$ cat config.mk
export PLATFORM = sky130hd
export DESIGN_NAME = countdown_timer
export DESIGN_NICKNAME = d
export VERILOG_FILES = /design/src/rtl/countdown_timer.sv
export SDC_FILE = /design/constraint.sdc
export NUM_CORES = 1
export LEC_CHECK = 0
export CAP_MARGIN = 15
export CORE_ASPECT_RATIO = 0.8
export CORE_MARGIN = 2
export CORE_UTILIZATION = 44
export CTS_BUF_LIST = sky130_fd_sc_hd__clkbuf_16
export DETAILED_ROUTE_END_ITERATION = 16
export PLACE_DENSITY = 0.65
export SYNTH_ARGS = -nofsm -noshare
export SYNTH_HDL_FRONTEND = slang
export SYNTH_SLANG_ARGS = --single-unit
$ cat constraint.sdc
create_clock -name CLKT -period 3 [get_ports CLKT]
set_clock_uncertainty 0.2 [all_clocks]
set_input_delay 0.6 -clock CLKT [delete_from_list [all_inputs] [get_ports CLKT]]
set_output_delay 0.6 -clock CLKT [all_outputs]
set_load 0.05 [all_outputs]
$ cat src/rtl/countdown_timer.sv
// countdown_timer: loadable two-digit BCD countdown with prescaled tick and timeout pulse
module countdown_timer #(
  parameter int TICK_DIV = 50_000_000
) (
  input  logic       CLKT,
  input  logic       R,
  input  logic       START,
  input  logic       CLEAR,
  input  logic       PAUSE,
  input  logic [3:0] LOAD_TENS,
  input  logic [3:0] LOAD_UNITS,
  output logic [3:0] TENS,
  output logic [3:0] UNITS,
  output logic       BUSY,
  output logic       TICK,
  output logic       TIMEOUT
);
  localparam int PW = $clog2(TICK_DIV);
  localparam logic [PW-1:0] TERM = PW'(TICK_DIV - 1);
  typedef enum logic [1:0] {IDLE, RUN, HOLD} state_t;
  state_t state, state_n;
  logic [PW-1:0] pre, pre_n;
  logic [3:0] tens, units, tens_n, units_n, lt, lu;
  logic tick, tick_n, timeout, timeout_n;
  assign lt = LOAD_TENS > 4'd9 ? 4'd9 : LOAD_TENS;
  assign lu = LOAD_UNITS > 4'd9 ? 4'd9 : LOAD_UNITS;
  always_ff @(posedge CLKT) begin
    if (R) begin
      state <= IDLE;
      pre <= '0;
      tens <= 4'd0;
      units <= 4'd0;
      tick <= 1'b0;
      timeout <= 1'b0;
    end else begin
      state <= state_n;
      pre <= pre_n;
      tens <= tens_n;
      units <= units_n;
      tick <= tick_n;
      timeout <= timeout_n;
    end
  end
  always_comb begin
    state_n = state;
    pre_n = pre;
    tens_n = tens;
    units_n = units;
    tick_n = 1'b0;
    timeout_n = 1'b0;
    if (CLEAR) begin
      state_n = IDLE;
      pre_n = '0;
    end else if (START) begin
      tens_n = lt;
      units_n = lu;
      pre_n = '0;
      state_n = (lt == 4'd0 && lu == 4'd0) ? IDLE : RUN;
      timeout_n = lt == 4'd0 && lu == 4'd0;
    end else if (state != IDLE) begin
      state_n = PAUSE ? HOLD : RUN;
      if (!PAUSE) begin
        pre_n = pre == TERM ? '0 : pre + 1'b1;
        if (pre == TERM) begin
          tick_n = 1'b1;
          units_n = units != 4'd0 ? units - 4'd1 : 4'd9;
          tens_n = units != 4'd0 ? tens : tens - 4'd1;
          timeout_n = tens == 4'd0 && units == 4'd1;
          state_n = timeout_n ? IDLE : RUN;
        end
      end
    end
  end
  assign TENS = tens;
  assign UNITS = units;
  assign BUSY = state != IDLE;
  assign TICK = tick;
  assign TIMEOUT = timeout;
endmodule

==> results of run 1 <==
==> power breakdown <==
part / internal, mW / leakage (nW) / switching, mW
clock network: 0.388 / 0.0836 / 0.192
logic: 0.0493 / 0.414 / 0.0667
registers: 0.511 / 0.307 / 0.00740
total: 0.949 / 0.805 / 0.266
==> worst register-to-register path: stages (launching register included) <==
cell	delay, ns
dfxtp_1	0.40
nand3_2	0.18
or4_1	0.74
or4_4	0.57
o21a_1	0.20
o21ba_1	0.17
==> sequential cells by signal, summed over array words and instances, names as in the netlist <==
register and cells:
UNITS 4, TIMEOUT 1, pre 26, TICK 1, TENS 4, state 2
==> through the flow <==
| stage | cell area, um2 | instances |
|---|---|---|
| final | 2520 | 337 |
| after floorplan | 2010 | 248 |
| after CTS | 2520 | 337 |
| after global placement | 2350 | 329 |
| after detailed placement | 2350 | 329 |
| after global routing | 2520 | 337 |
==> worst paths after layout <==
check | end | slack, ns | cells after the start
worst max-delay path | pre[23]$_SDFFE_PP0P_ | 0.42 | 6
worst max register to register | pre[23]$_SDFFE_PP0P_ | 0.43 | 5
worst min-delay path | TENS[1]$_SDFFE_PP0P_ | 0.31 | 2
worst min register to register | TENS[1]$_SDFFE_PP0P_ | 0.31 | 2
==> final cells by class <==
cell class / instances / area share [%]
sequential: 38 / 30.2
tap: 57 / 2.83
clock inverter: 3 / 1.59
clock buffer: 5 / 4.97
inverter: 10 / 1.49
timing repair buffer: 34 / 12.4
multi-input combinational: 190 / 46.5
==> cell usage in the layout (no fill, tap or decap), types with 3 or more instances in the layout <==
cell type / instances
xor2_1: 9
or3_1: 4
or2_2: 4
nor2_1: 37
o21ai_0: 5
clkdlybuf4s50_1: 23
nor4_1: 12
or4bb_1: 3
xnor2_1: 14
nand2_1: 23
nand3_1: 10
dfxtp_1: 38
o211ai_1: 5
or4_1: 6
a21oi_1: 7
clkbuf_16: 5
buf_4: 11
nor3_1: 6
nand4_1: 9
o31ai_1: 3
inv_1: 10
==> routing by layer <==
metal / vias to the layer above / wire [um] / global-route usage, %
li1: 950 / - / -
met1: 845 / 2400 / 29.8
met2: 54 / 1820 / 27.7
met3: 4 / 351 / 5.29
met4: 0 / 44 / 7.11
met5: - / 0 / 0
==> logic make-up after synthesis <==
family / Yosys count / share of synthesized area [%]
mux: 1 / 0.560
buf+inv: 20 / 3.92
compound gates: 37 / 12.9
fa+ha+maj: 2 / 1.25
xor+xnor: 23 / 10.0
simple gates: 127 / 33.5
flops: 38 / 37.9
==> results.yml, run 1 <==
power_and_ir_drop:
  peakVddDrop_mv: 0.330
  p_total_mw: 1.22
  leakage_nw: 0.805
  power.density_nw_per_um2: 483
routing:
  drtAntennaViolNets: 0
  drcViolationCount: 0
  via_per_inst: 5.50
  wl_mm: 4.62
  drt_iter0_markers: 147
  drtPass1Iterations: 4
  wl_per_cell_um: 13.7
  vias: 1853
floorplan:
  die_h_um: 64.4
  ios: 24
  row_count: 21
  start_util_pct: 46.9
  die_area_um2: 5130
  die_x_um: 79.6
  core_area_um2: 4280
clock_tree:
  post_cts.resized_instances: 0
  cts_root_buf: "clkbuf_16"
  cts_made_buffers: 5
  cts_setup_buffers: 0
  insertion_delay_ns: 0.28
  cts_tree: "yes"
  clk_pin_slew_ns: 0.06
  max-clock-path-buffers: 2
  cts.sinks: 38
  ctsHoldBuffers: 0
  htreeDepth: 2
worst_setup_path:
  cp_num_buf_inv: 1
  required_ns: 2.97
  worstSetupEndpointType: "flop"
  critical_path_class: "primary input to flop"
  path_cells: "clkdlybuf4s50_1, o21bai_1, or3_1, or4_4, o21a_1, o21ba_1"
  worst_setup_path_start_kind: "primary input"
  crit_family: "simple AND/OR/NAND/NOR gates"
  cp_slowest_stage_delay_ns: 0.55
  crit_path_start: "PAUSE"
  crit_path_max_fanout: 3
  worstPathArrival_ns: 2.55
  reg2reg_from: "pre[4]$_SDFFE_PP0P_"
  cp_slowest_cell: "or4_4"
sta:
  finalHoldViolCount: 0
  tns_ns: 0
  worst_slew_pin_slew_ns: 0.505
  rsz0062_at_grt: "false"
  hold_ws_ns: 0.307
  period_share_pct: 85.9
  slew_headroom_pct: 65.9
  setup_slack_ns: 0.422
  maxSlewViolCount: 0
  min_period_ns: 2.58
  fmax_ghz: 0.388
  setup_viol: 0
synthesis:
  ys_types: 45
  syn-cell-area_um2: 2010
  synth-edff-count: 0
  ys_top_cells_by_count: "dfxtp_1 (38), nor2_1 (37), nand2_1 (23), xnor2_1 (14), nor4_1 (12)"
  ys.flop_type: "dfxtp_1"
  async_flop_share_pct: 0
  synth_area_leader_cell: "dfxtp_1"
  synth_nets: 263
  synth.most_common_cell: "dfxtp_1"
  syn_inst: 248
  yosysSeqAreaShare_pct: 37.9
  synth_top_area_share_pct: 37.9
  yosys-top-cells-area: "dfxtp_1 (38%), nor2_1 (6.9%), xnor2_1 (6.1%)"
  syn_avg_cell_area_um2: 8.10
  synth.ff_latch_count: 38
  yosysWarnings: 0
layout:
  nets: 294
  antenna_cells: 0
  final_util_pct: 58.8
  multi_input_area_um2: 1170
  areaGrowthSynthToFinish_pct: 25.3
  fill_cells: 389
  drive_gt1_share_pct: 10.0
  layout.area.seq_um2: 761
global_routing:
  grt.total_usage_pct: 20.1
  grt_overflow: 0
  antenna_found_initial: 0
  grt_pass1_vias: 1701
  grt_max_degree: 13
  grt_pass1_wl_mm: 7.97
place:
  dp_hpwl_mm: 3.56
  place_ws_ns: 0.135
  place.gp.congestion: 0.865
  port_buffers: 23
job:
  maxCapViolCount: 0
outcome:
  outcome: "completed"
worst_hold_path:
  min_path_type: "flop to flop"
  hold_start: "TENS[1]$_SDFFE_PP0P_"
Power figures use the tool's default switching activity.
==> run 2: changes to the inputs <==
CTS_CLUSTER_SIZE = 25   (was default)
==> results of run 2 <==
No change in the layout: final DEF, timing and power equal those of run 1.
